**src/rtl/ipv4_rx_handler.sv**
```systemverilog
// IPv4 receive stage: validates the header, strips header and options, forwards the TCP segment
// and publishes per-packet metadata. Define IPV4_HDR_CHECKSUM_EN to verify the header checksum.
module ipv4_rx_handler #(
  parameter int unsigned DATA_WIDTH = 8,
  parameter logic [31:0] LOCAL_IP   = 32'hC0A8_0164
) (
  input  logic                  clk,
  input  logic                  rst_n,
  input  logic [DATA_WIDTH-1:0] s_axis_tdata,
  input  logic                  s_axis_tvalid,
  output logic                  s_axis_tready,
  input  logic                  s_axis_tlast,
  output logic [DATA_WIDTH-1:0] m_axis_tdata,
  output logic                  m_axis_tvalid,
  input  logic                  m_axis_tready,
  output logic                  m_axis_tlast,
  output logic                  meta_valid,
  input  logic                  meta_ready,
  output logic [31:0]           meta_src_ip,
  output logic [31:0]           meta_dst_ip,
  output logic [15:0]           meta_tcp_len,
  output logic                  meta_err,
  output logic                  drop_pulse
);

  typedef enum logic [1:0] {S_HDR, S_FWD, S_DRAIN, S_META} state_t;

  state_t      state, state_nxt;
  logic        active;
  logic [15:0] byte_cnt, pay_cnt;
  logic [7:0]  ver_ihl, protocol;
  logic [15:0] total_len;
  logic [13:0] frag;
  logic [31:0] src_ip, dst_ip, dst_cur;
  logic [15:0] tcp_len, ihl4, hdr_end;
  logic        drop_flag, err_flag;
  logic        s_fire, hdr_last, pay_last, csum_ok, checks_ok;

  assign s_fire   = s_axis_tvalid && s_axis_tready;
  assign ihl4     = {10'd0, ver_ihl[3:0], 2'b00};
  // A malformed IHL below 5 still consumes the fixed 20-byte header before being rejected.
  assign hdr_end  = (ver_ihl[3:0] < 4'd5) ? 16'd19 : ihl4 - 16'd1;
  assign hdr_last = (byte_cnt == hdr_end);
  assign pay_last = (pay_cnt == tcp_len - 16'd1);
  assign dst_cur  = (byte_cnt >= 16'd16 && byte_cnt <= 16'd19) ?
                    {dst_ip[23:0], s_axis_tdata} : dst_ip;

`ifdef IPV4_HDR_CHECKSUM_EN
  logic [7:0]  csum_hi;
  logic [15:0] csum_acc, csum_fold;
  logic [16:0] csum_sum;

  assign csum_sum  = {1'b0, csum_acc} + {1'b0, csum_hi, s_axis_tdata};
  assign csum_fold = csum_sum[15:0] + {15'd0, csum_sum[16]};
  assign csum_ok   = (csum_fold == 16'hFFFF);

  always_ff @(posedge clk or negedge rst_n) begin
    if (!rst_n) begin
      csum_hi  <= '0;
      csum_acc <= '0;
    end else if (state == S_HDR && s_fire) begin
      if (s_axis_tlast || hdr_last) csum_acc <= '0;
      else if (byte_cnt[0])         csum_acc <= csum_fold;
      else                          csum_hi  <= s_axis_tdata;
    end
  end
`else
  assign csum_ok = 1'b1;
`endif

  assign checks_ok = (ver_ihl[7:4] == 4'd4) && (ver_ihl[3:0] >= 4'd5) && (protocol == 8'd6) &&
                     (dst_cur == LOCAL_IP) && (frag == 14'd0) &&
                     (total_len >= ihl4 + 16'd20) && csum_ok;

  assign s_axis_tready = active && ((state == S_HDR) || (state == S_DRAIN) ||
                         ((state == S_FWD) && (!m_axis_tvalid || m_axis_tready)));
  assign meta_valid    = (state == S_META);
  assign meta_src_ip   = src_ip;
  assign meta_dst_ip   = dst_ip;
  assign meta_tcp_len  = tcp_len;
  assign meta_err      = err_flag;

  always_ff @(posedge clk or negedge rst_n) begin
    if (!rst_n) begin
      state  <= S_HDR;
      active <= 1'b0;
    end else begin
      state  <= state_nxt;
      active <= 1'b1;
    end
  end

  always_comb begin
    state_nxt = state;
    case (state)
      S_HDR: if (s_fire) begin
        if (s_axis_tlast)  state_nxt = S_HDR;
        else if (hdr_last) state_nxt = checks_ok ? S_FWD : S_DRAIN;
      end
      S_FWD: if (s_fire) begin
        if (pay_last)          state_nxt = s_axis_tlast ? S_META : S_DRAIN;
        else if (s_axis_tlast) state_nxt = S_META;
      end
      S_DRAIN: if (s_fire && s_axis_tlast) state_nxt = drop_flag ? S_HDR : S_META;
      S_META:  if (meta_ready) state_nxt = S_HDR;
      default: state_nxt = S_HDR;
    endcase
  end

  always_ff @(posedge clk or negedge rst_n) begin
    if (!rst_n) begin
      byte_cnt      <= '0;
      pay_cnt       <= '0;
      ver_ihl       <= '0;
      protocol      <= '0;
      total_len     <= '0;
      frag          <= '0;
      src_ip        <= '0;
      dst_ip        <= '0;
      tcp_len       <= '0;
      drop_flag     <= 1'b0;
      err_flag      <= 1'b0;
      drop_pulse    <= 1'b0;
      m_axis_tdata  <= '0;
      m_axis_tvalid <= 1'b0;
      m_axis_tlast  <= 1'b0;
    end else begin
      drop_pulse <= 1'b0;
      if (state == S_FWD && s_fire) begin
        m_axis_tdata  <= s_axis_tdata;
        m_axis_tvalid <= 1'b1;
        m_axis_tlast  <= pay_last || s_axis_tlast;
      end else if (m_axis_tready) begin
        m_axis_tvalid <= 1'b0;
      end

      case (state)
        S_HDR: if (s_fire) begin
          byte_cnt <= byte_cnt + 16'd1;
          dst_ip   <= dst_cur;
          case (byte_cnt)
            16'd0:  ver_ihl         <= s_axis_tdata;
            16'd2:  total_len[15:8] <= s_axis_tdata;
            16'd3:  total_len[7:0]  <= s_axis_tdata;
            16'd6:  frag[13:8]      <= s_axis_tdata[5:0];
            16'd7:  frag[7:0]       <= s_axis_tdata;
            16'd9:  protocol        <= s_axis_tdata;
            16'd12, 16'd13, 16'd14, 16'd15: src_ip <= {src_ip[23:0], s_axis_tdata};
            default: ;
          endcase
          if (s_axis_tlast) begin
            byte_cnt   <= '0;
            drop_pulse <= 1'b1;
          end else if (hdr_last) begin
            byte_cnt  <= '0;
            pay_cnt   <= '0;
            drop_flag <= !checks_ok;
            tcp_len   <= checks_ok ? total_len - ihl4 : '0;
          end
        end
        S_FWD: if (s_fire) begin
          pay_cnt <= pay_cnt + 16'd1;
          if (s_axis_tlast && !pay_last) err_flag <= 1'b1;
        end
        S_DRAIN: if (s_fire && s_axis_tlast && drop_flag) begin
          drop_pulse <= 1'b1;
          drop_flag  <= 1'b0;
        end
        S_META: if (meta_ready) begin
          pay_cnt   <= '0;
          err_flag  <= 1'b0;
          drop_flag <= 1'b0;
        end
        default: ;
      endcase
    end
  end

endmodule

```
**config.mk**
```make
export PLATFORM = sky130hd
export DESIGN_NAME = ipv4_rx_handler
export DESIGN_NICKNAME = d
export VERILOG_FILES = /design/src/rtl/ipv4_rx_handler.sv
export SDC_FILE = /design/constraint.sdc
export NUM_CORES = 1
export LEC_CHECK = 0
export BUFFER_PORTS_ARGS = -buffer_cell sky130_fd_sc_hd__buf_4
export CAP_MARGIN = 20
export CORE_MARGIN = 2
export CORE_UTILIZATION = 55
export CTS_BUF_LIST = sky130_fd_sc_hd__clkbuf_4 sky130_fd_sc_hd__clkbuf_8
export DETAILED_ROUTE_END_ITERATION = 6
export PLACE_DENSITY = 0.85
export RECOVER_POWER = 50
export SYNTH_ARGS = -nofsm -noshare
export SYNTH_HDL_FRONTEND = slang
export SYNTH_SLANG_ARGS = --single-unit
```
**constraint.sdc**
```tcl
create_clock -name clk -period 3.45 [get_ports clk]
set_input_delay 0.1725 -clock clk [delete_from_list [all_inputs] [get_ports clk]]
set_output_delay 0.1725 -clock clk [all_outputs]
set_load 0.1 [all_outputs]
```
# After elaboration in Yosys (flattened, before gate mapping)
# Index checks and enable logic that the tools add are counted.
dict set report classes {
  n_addsub 6
  mul 0
  n_div 0
  order_cmp 5
  eq_ne 27
  shift 0
  n_mux 38
  bitwise_logic 1
  n_reduce_logical 41
}
# op count
set ops {}
lappend ops {{16-bit 2-to-1 mux} 9}
lappend ops {{16-bit by 4-bit == test with 1-bit output, second input constant} 5}
lappend ops {{16-bit case mux with 3 select lines} 1}
lappend ops {{16-bit by 1-bit adder with 16-bit output, second input constant} 2}
lappend ops {{16-bit == test} 2}
lappend ops {{16-bit by 2-bit == test with 1-bit output, second input constant} 2}
lappend ops {{16-bit by 3-bit == test with 1-bit output, second input constant} 2}
lappend ops {{32-bit == test, second input constant} 1}
lappend ops {{32-bit 2-to-1 mux} 1}
lappend ops {{3-bit AND reduction} 7}
lappend ops {{2-bit 2-to-1 mux} 10}
lappend ops {{6-bit AND reduction} 3}
lappend ops {{16-bit by 5-bit >= comparator with 1-bit output, second input constant} 1}
lappend ops {{16-bit by 7-bit >= comparator with 1-bit output} 1}
lappend ops {{16-bit by 5-bit <= comparator with 1-bit output, second input constant} 1}
lappend ops {{16-bit logical NOT} 1}
lappend ops {{16-bit by 1-bit subtractor with 16-bit output, second input constant} 1}
lappend ops {{16-bit by 6-bit subtractor with 16-bit output} 1}
lappend ops {{14-bit logical NOT} 1}
lappend ops {{1-bit logical AND} 13}
lappend ops {{1-bit 2-to-1 mux} 13}
lappend ops {{8-bit by 3-bit == test with 1-bit output, second input constant} 1}
lappend ops {{2-bit by 1-bit != test with 1-bit output, second input constant} 4}
lappend ops {{2-bit != test, second input constant} 4}
lappend ops {{20 further kinds} 31}
dict set report word_totals {
  ff_bits 174
  latch_bits 0
  ramBits 0
  romBits 0
  in_bits 14
  output_inout_bits 94
  wordCells 137
  mem_count 0
}

# Logic depth before layout (Yosys ltp)
# Gate-level depths: netlist of the first run.
dict set report depth {
  depth_word 12
  ltp_mapped 12
}

# Worst setup path before layout of the first run
# No wires, ideal clock.
dict set report synth_path {
  path_type {reg-to-reg}
  startpoint {reg tcp_len[0], in the netlist meta_tcp_len[0]}
  endpoint {reg err_flag, in the netlist meta_err}
  arrival_time_ns 3.242
  required_ns 3.327
  setup_slack_ns 0.085
  path_stages_with_launch 11
  path_buffers 2
  period_less_slack_ns 3.365
  path_cell_list {dfrtp_1 > buf_6 > or4_4 > buf_6 > or3_1 > a32o_1 > a22o_1 > nor4_4 > a31oi_1 > mux2i_1 > a22o_1}
}
dict set report synth_via {
  elab_chain_len 6
}
# element line_no
set synth_rtl {}
lappend synth_rtl {{from (decl)} 35} ;# logic [15:0] tcp_len, ihl4, hdr_end;
lappend synth_rtl {{from (signal assigned)} 158} ;# tcp_len <= checks_ok ? total_len - ihl4 : '0;
lappend synth_rtl {{16-bit by 1-bit subtractor with 16-bit output} 44} ;# assign pay_last = (pay_cnt == tcp_len - 16'd1);
lappend synth_rtl {{16-bit == test} 44}
lappend synth_rtl {{1-bit logical NOT} 163} ;# if (s_axis_tlast && !pay_last) err_flag <= 1'b1;
lappend synth_rtl {{1-bit logical AND} 163}
lappend synth_rtl {{2-bit by 1-bit != test with 1-bit output (no line)} n/a}
lappend synth_rtl {{4-bit AND reduction (no line)} n/a}
lappend synth_rtl {{to (signal assigned)} 122} ;# err_flag <= 1'b0;
lappend synth_rtl {{to (signal assigned)} 163}
lappend synth_rtl {{to (signal assigned)} 171} ;# err_flag <= 1'b0;
lappend synth_rtl {{to (decl)} 36} ;# logic drop_flag, err_flag;
# Every way passes these cells.
# A chain may end at the register's enable or synchronous reset.

# Worst setup path in the final report of the first run
dict set report layout_path {
  startpoint {reg tcp_len[0], in the netlist meta_tcp_len[0]}
  endpoint {reg state[1]}
}
dict set report layout_via {
  elab_chain_len 5
}
# element line_no
set layout_rtl {}
lappend layout_rtl {{16-bit by 1-bit subtractor with 16-bit output (*)} 44}
lappend layout_rtl {{16-bit == test (*)} 44}
lappend layout_rtl {{2-bit 2-to-1 mux} 101} ;# if (pay_last) state_nxt = s_axis_tlast ? S_META : S_DRAIN;
lappend layout_rtl {{2-bit 2-to-1 mux} 100} ;# S_FWD: if (s_fire) begin
lappend layout_rtl {{2-bit case mux with 4 select lines} 95} ;# case (state)
lappend layout_rtl {{to (signal assigned)} 88} ;# state <= state_nxt;
lappend layout_rtl {{to (decl)} 28} ;# state_t state, state_nxt;
# Mark *: on every way between the ends. The rest lies on a longest branch, timed or not. The select of a mux whose other input is x is not followed.

==> flow_summary.json, run 1 <==
{
  "path_class": "flip-flop to flip-flop",
  "setup_violations": 0,
  "fp.dieW_um": 130.6,
  "routed_wl_um": 19760,
  "synth-simple-area-share_pct": 15.72,
  "ys_ff_latch": 174,
  "synth_xor_area_share_pct": 4.531,
  "pwr-share-seq_pct": 40.9,
  "tightest_slew_ps": 1877,
  "slew_violations": 73,
  "synthFlopType": "dfrtp_1",
  "cp-end-kind": "flip-flop",
  "ys.warnings.count": 0,
  "port_buffers": 107,
  "first_iter_violations": 353,
  "synthCells": 802,
  "ctsResizeCount": 0,
  "synth.avg_cell_area_um2": 10.98,
  "synth.top_cell.area_share_pct": 49.42,
  "cts_hold_buffers": 2,
  "p_leak_nw": 4.820,
  "die_area_um2": 17050,
  "dp_hpwl_um": 14010,
  "p_total_mw": 6.342,
  "wl_per_cell_um": 17.53,
  "min_period_ps": 3125,
  "instances_no_fill": 1127,
  "synth.area.top_cells": "dfrtp_1 (49%), mux2_2 (14%), ha_1 (3.1%), nand2_1 (2.7%), xor2_1 (2.6%)",
  "synthesis.area_um2": 8810,
  "start_kind": "flip-flop",
  "crit_fanout": 10,
  "cts_root_buf": "clkbuf_8",
  "internal_power_mw": 3.716,
  "yosys-mux-area-fraction_pct": 15.75,
  "area_growth_pct": 13.72,
  "cts_tree": "built",
  "slew_headroom_pct": -25.14,
  "period_share_pct": 90.57,
  "fmax_ghz": 0.3200,
  "synth_top_family_by_area": "multiplexers",
  "row_count": 46,
  "via_per_inst": 5.783,
  "status": "finished, violations left",
  "grt_start_max_net_pins": 74,
  "synth_seq_area_share_pct": 49.42,
  "fin_skew_ps": 14.19,
  "vias": 6517,
  "drt.antenna.violating_nets": 0,
  "p_clk_share_pct": 22.6,
  "first_global_vias": 6538,
  "synthTopCellsByCount": "dfrtp_1 (174), mux2_2 (107), nand2_1 (63)",
  "synth.largest_area_cell": "dfrtp_1",
  "cts.sinks": 174,
  "ios": 108,
  "post_synth_num_cell_types": 69,
  "grt_use_total_pct": 24.69,
  "finalHoldViolCount": 0,
  "drive_above_1_share_pct": 23.93,
  "clock_latency_ps": 470,
  "ctsHtreeMaxLevel": 4,
  "gp_congestion": 0.9014,
  "initial_core_util_pct": 55.86,
  "rsz0062_at_grt": "false",
  "cts_buffers": 17,
  "n_antenna_cell": 0,
  "path_clk_slew_ps": 90,
  "grt_pass1_wl_um": 32970,
  "postCtsSetupBuffers": 0,
  "power_density_nw_per_um2": 633.1,
  "swShare_pct": 41.41,
  "dp_cells": 1093,
  "ir_worst_vdd_mv": 0.4919,
  "violations": "capacitance limit, slew limit",
  "drv_cap": 1,
  "cp.arrival_ps": 3520,
  "antenna_found_initial": 0,
  "hold_class": "primary input to flip-flop",
  "final_nets": 935,
  "syn_nets": 839,
  "p_sw_mw": 2.627,
  "p_comb_share_pct": 36.5,
  "remaining_drc_errors": 0,
  "die_h_um": 130.6,
  "cts.path.max_buffers": 2,
  "synthAdderAreaFrac_pct": 3.352,
  "tns_ps": 0,
  "gr-total-overflow": 0,
  "synth_edf_count": 0,
  "drt_first_pass_iters": 5,
  "yosysMostFrequentCell": "dfrtp_1",
  "synth_compound_area_share_pct": 8.110,
  "crit_required_ps": 3840,
  "coreArea_um2": 15770,
  "synth-async-reset-ratio_pct": 100.0
}
==> layout by cell type, fill, tap and decap left out, types with 3 or more instances in the layout <==
cell,synthesis,routed
xor2_1,26,26
nor2_1,48,48
nor2b_1,8,8
buf_4,0,66
nor4_1,18,18
nand2_1,63,63
and2_1,6,6
nand4_1,12,12
clkbuf_1,26,47
mux2_2,107,107
mux2_1,10,10
ha_1,22,22
o21ai_1,21,21
a21oi_1,21,21
o31ai_1,7,7
nor3b_1,4,4
a31oi_1,6,6
or4_1,7,7
and3_1,10,10
inv_8,0,3
nor4bb_1,5,5
nand2b_1,5,5
a21o_1,3,3
nor3_1,17,17
nand3_1,30,30
clkbuf_8,0,18
dfrtp_1,174,174
mux2i_1,7,7
nor4b_1,4,4
inv_1,23,23
o21ai_0,20,20
a22o_1,8,8
o22ai_1,3,3
or3_1,8,8
xnor2_1,17,17
inv_6,0,7
==> metrics by stage <==
step	area (um2)	util [%]	setup slack [ps]	hold slack (ps)
6_report	10020	63.53	325.4	31.46
3_3_place_gp	9787	62.06	510.2	234.6
5_1_grt	10020	63.53	188.5	33.56
2_1_floorplan	8810	-	84.50	-123.1
4_1_cts	10200	64.70	370.3	14.12
3_5_place_dp	9787	62.06	387.2	238.9
==> per-layer routing <==
layer,up-vias,global-route usage [%],part of all wire [%]
met5,-,0,0
met4,0,7.322,1.6
met3,25,6.067,4.7
met2,154,39.61,48
met1,3258,33.68,46
li1,3080,-,-
==> flip-flops by register name, summed over array words and instances (netlist names), 2 cells and up <==
signal,cells
byte_cnt,16
frag,14
m_axis_tdata,8
meta_dst_ip,32
meta_src_ip,32
meta_tcp_len,16
pay_cnt,16
protocol,8
state,2
total_len,16
ver_ihl,8
==> power by group through the flow <==
| stage | logic (mW) | clock network (mW) | registers (mW) |
|---|---|---|---|
| final | 2.31 | 1.43 | 2.59 |
| after global routing | 2.55 | 1.54 | 2.64 |
| after CTS | 2.38 | 1.46 | 2.59 |
| after detailed placement | 2.36 | 0 | 2.62 |
| after global placement | 2.30 | 0 | 2.60 |
| after floorplan | 1.32 | 0 | 3.11 |
==> kinds of logic (layout without fill, tap and decap cells) <==
group,count (synthesis),after routing
AO/OA/AOI/OAI,111,111
XOR/XNOR,44,44
adder cells (fa/ha/maj),23,23
buffers and inverters,65,174
flip-flops,174,174
multiplexers,124,124
other,1,1
AND/OR/NAND/NOR,260,260
==> cell type report <==
| cell class | count | area [um2] |
|---|---|---|
| Clock inverter | 13 | 141.4 |
| Tap cell | 216 | 270.3 |
| Sequential cell | 174 | 4354 |
| Timing Repair Buffer | 118 | 721.9 |
| Multi-Input combinational cell | 563 | 4185 |
| Clock buffer | 19 | 255.2 |
| Inverter | 24 | 90.09 |
| Fill cell | 1279 | 5752 |
==> worst paths after layout <==
check                      cells past startpoint  slack, ps                           to                         from
min reg2reg                                    1        490      protocol[1]$_DFFE_PN0P_      protocol[1]$_DFFE_PN0P_
max reg2reg                                   10        330         state[1]$_DFFE_PN0P_  meta_tcp_len[0]$_DFFE_PN0P_
max in group asynchronous                      3        840  meta_src_ip[23]$_DFFE_PN0P_                        rst_n
min in group asynchronous                      2        720       pay_cnt[8]$_DFFE_PN0P_                        rst_n
min                                            3         30         drop_pulse$_DFF_PN0_                 s_axis_tlast
max                                           10        330         state[1]$_DFFE_PN0P_  meta_tcp_len[0]$_DFFE_PN0P_
==> critical path, stage by stage, from the launching register on <==
cell and delay, ps:
dfrtp_1 490, inv_1 100, ha_1 280, nor3b_1 510
a41oi_1 190, nor4_1 370, o2111ai_2 190, nor4_4 340
and4_1 240, o21a_2 170, mux2i_1 180
Power figures use the tool's default switching activity.
==> run 2: changes to the inputs <==
--- a/config.mk
+++ b/config.mk
@@ -5,6 +5,7 @@
 export SDC_FILE = /design/constraint.sdc
 export NUM_CORES = 1
 export LEC_CHECK = 0
+export ABC_AREA = 1
 export BUFFER_PORTS_ARGS = -buffer_cell sky130_fd_sc_hd__buf_4
 export CAP_MARGIN = 20
 export CORE_MARGIN = 2
==> flow_summary.json, run 2 <==
{
  "yosysMostFrequentCell": "nand2_1",
  "synth.top_cell.area_share_pct": 45.18,
  "clock_latency_ps": 490,
  "die_h_um": 136.4,
  "synth-async-reset-ratio_pct": 100.0,
  "port_buffers": 107,
  "grt_start_max_net_pins": 85,
  "cts.sinks": 174,
  "wl_met3_um": 1269,
  "rr_worst_depth": 11,
  "drv_cap": 1,
  "gp_congestion": 0.9190,
  "ctsResizeCount": 0,
  "start_kind": "flip-flop",
  "postCtsSetupBuffers": 0,
  "drt_first_pass_iters": 6,
  "remaining_drc_errors": 0,
  "finalHoldViolCount": 0,
  "path_cells": "inv_1 > ha_1 > inv_1 > nand2_1 > o21a_1 > nand2_2 > nor2_4 > inv_2 > nor2_1 > nand3_1 > o21ai_0",
  "synthesis.area_um2": 9638,
  "fin_skew_ps": 24.48,
  "swShare_pct": 47.25,
  "ir_worst_vdd_mv": 0.4759,
  "ctsHtreeMaxLevel": 4,
  "cp-end-kind": "flip-flop",
  "hold_path_depth": 3,
  "slew_violations": 85,
  "min_from": "s_axis_tdata[3]",
  "routed_wl_um": 23220,
  "regToRegEndpoint": "frag[6]$_DFFE_PN0P_",
  "vias": 8543,
  "internal_power_mw": 3.621,
  "fin_ws_ps": 561.9,
  "critPathSlowestCell": "nor2_4",
  "highest_layer": "met4",
  "reg2reg_slack_ps": 560,
  "tightest_slew_ps": 1993,
  "path_class": "flip-flop to flip-flop",
  "period_share_pct": 83.71,
  "drive_above_1_share_pct": 10.55,
  "p_total_mw": 6.864,
  "p_sw_mw": 3.243,
  "ios": 108,
  "reg2reg_from": "state[0]$_DFFE_PN0P_",
  "pwr-share-seq_pct": 37.8,
  "synthFlopType": "dfrtp_1",
  "grt_use_total_pct": 26.14,
  "wl_met1_um": 10100,
  "via_per_inst": 5.373,
  "critPathMaxStageDelay_ps": 470,
  "cp.arrival_ps": 3270,
  "fp.dieW_um": 136.4,
  "met2_wirelength_um": 11270,
  "min_to": "meta_dst_ip[3]$_DFFE_PN0P_",
  "post_synth_num_cell_types": 46,
  "cts_root_buf": "clkbuf_8",
  "synthCells": 1258,
  "antenna_found_initial": 0,
  "violations": "capacitance limit, slew limit",
  "wl_per_cell_um": 14.61,
  "status": "finished, violations left",
  "min_period_ps": 2888,
  "dp_cells": 1555,
  "crit_fanout": 24,
  "p_comb_share_pct": 40.7,
  "p_clk_share_pct": 21.5,
  "synth.avg_cell_area_um2": 7.661,
  "die_area_um2": 18600,
  "ys_ff_latch": 174,
  "drt.antenna.violating_nets": 0,
  "rsz0062_at_grt": "false",
  "fmax_ghz": 0.3462,
  "setup_violations": 0,
  "syn_nets": 1295,
  "pre_cts_ws_ps": 631.9,
  "p_leak_nw": 5.322,
  "instances_no_fill": 1590,
  "area_growth_pct": 11.70,
  "layout_commonest_cell": "nand2_1",
  "coreArea_um2": 17240,
  "synth.area.top_cells": "dfrtp_1 (45%), nand2_1 (15%), o21ai_0 (6.0%), inv_1 (4.9%), nor2_1 (4.4%)",
  "cts_tree": "built",
  "crit_top_cell": "inv_1",
  "final_nets": 1389,
  "dp_hpwl_um": 16720,
  "first_global_vias": 7923,
  "initial_core_util_pct": 55.92,
  "n_antenna_cell": 0,
  "synthTopCellsByCount": "nand2_1 (388), dfrtp_1 (174), inv_1 (126)",
  "slew_headroom_pct": -32.88,
  "gr-total-overflow": 0,
  "final_cell_mix": "nand2_1 (388), dfrtp_1 (174), inv_1 (126), o21ai_0 (116), nor2_1 (111)",
  "synth_seq_area_share_pct": 45.18,
  "path_clk_slew_ps": 110,
  "synth_edf_count": 0,
  "first_iter_violations": 636,
  "tns_ps": 0,
  "cts_buffers": 17,
  "cts.path.max_buffers": 2,
  "synth.largest_area_cell": "dfrtp_1",
  "grt_pass1_wl_um": 38390,
  "crit_required_ps": 3830,
  "row_count": 48,
  "ys.warnings.count": 0,
  "hold_class": "primary input to flip-flop",
  "power_density_nw_per_um2": 637.6
}
-- run 2: critical path: cells and delay by family, from the launching register on --
kind	cells	cell delay, ps
flops	1	420
fa+ha+maj	1	230
simple gates	5	1280
buf+inv	3	360
compound gates	2	490
-- run 2: stage by stage --
step / util, % / hold WS, ps / area (um2)
floorplan: - / -123.1 / 9638
global placement: 61.25 / 270.3 / 10560
detailed placement: 61.25 / 272.2 / 10560
CTS: 63.89 / 11.90 / 11010
global route: 62.46 / 32.89 / 10770
finish: 62.46 / 30.53 / 10770
-- run 2: how the worst max path moves through the flow --
stage / start / to / slack [ps] / cells after the start
floorplan: m_axis_tvalid$_DFFE_PN0P_ / frag[6]$_DFFE_PN0P_ / 400 / 10
global placement: state[0]$_DFFE_PN0P_ / frag[6]$_DFFE_PN0P_ / 730 / 12
detailed placement: state[0]$_DFFE_PN0P_ / frag[7]$_DFFE_PN0P_ / 630 / 12
CTS: state[0]$_DFFE_PN0P_ / frag[6]$_DFFE_PN0P_ / 600 / 11
global route: state[0]$_DFFE_PN0P_ / frag[7]$_DFFE_PN0P_ / 230 / 12
finish: state[0]$_DFFE_PN0P_ / frag[6]$_DFFE_PN0P_ / 560 / 11
-- run 2: what timing repair did --
action	4_1_cts	5_1_grt
hold buffers	3	0
setup endpoints to repair	0	0
endpoints found under the hold margin	84	0
-- run 2: kinds of logic (layout without fill, tap and decap cells) --
group                      count (synthesis)  in the layout  share of synthesized area (%)
and+or+nand+nor                          653            653                          29.33
AOI/OAI and AO/OA                        192            192                          10.87
buffers and inverters                    175            282                          7.685
DFF                                      174            174                          45.18
xor gates and xnor gates                  32             32                          2.908
adders and majority gates                 23             23                          3.064
muxes                                      8              8                         0.9347
other                                      1              1                        0.03891
-- run 2: power by group through the flow --
stage	Clock [mW]	Sequential [mW]	Combinational (mW)
5_1_grt	1.58	2.64	3.07
3_5_place_dp	0	2.63	2.85
2_1_floorplan	0	3.31	1.54
3_3_place_gp	0	2.62	2.78
6_report	1.48	2.60	2.79
4_1_cts	1.49	2.59	2.88
-- run 2: per-layer routing --
layer,track usage (%),vias up
li1,-,4215
met1,34.07,4036
met2,43.55,244
met3,5.145,48
met4,9.259,0
met5,0,-
-- run 2: cell type report --
type | instances | area, um2
sequential | 174 | 4354
timing repair buffer | 118 | 663.1
inverter | 132 | 496.7
tap | 225 | 281.5
clock buffer | 17 | 234.0
fill | 1569 | 6471
multi-input combinational | 909 | 4546
clock inverter | 15 | 190.2
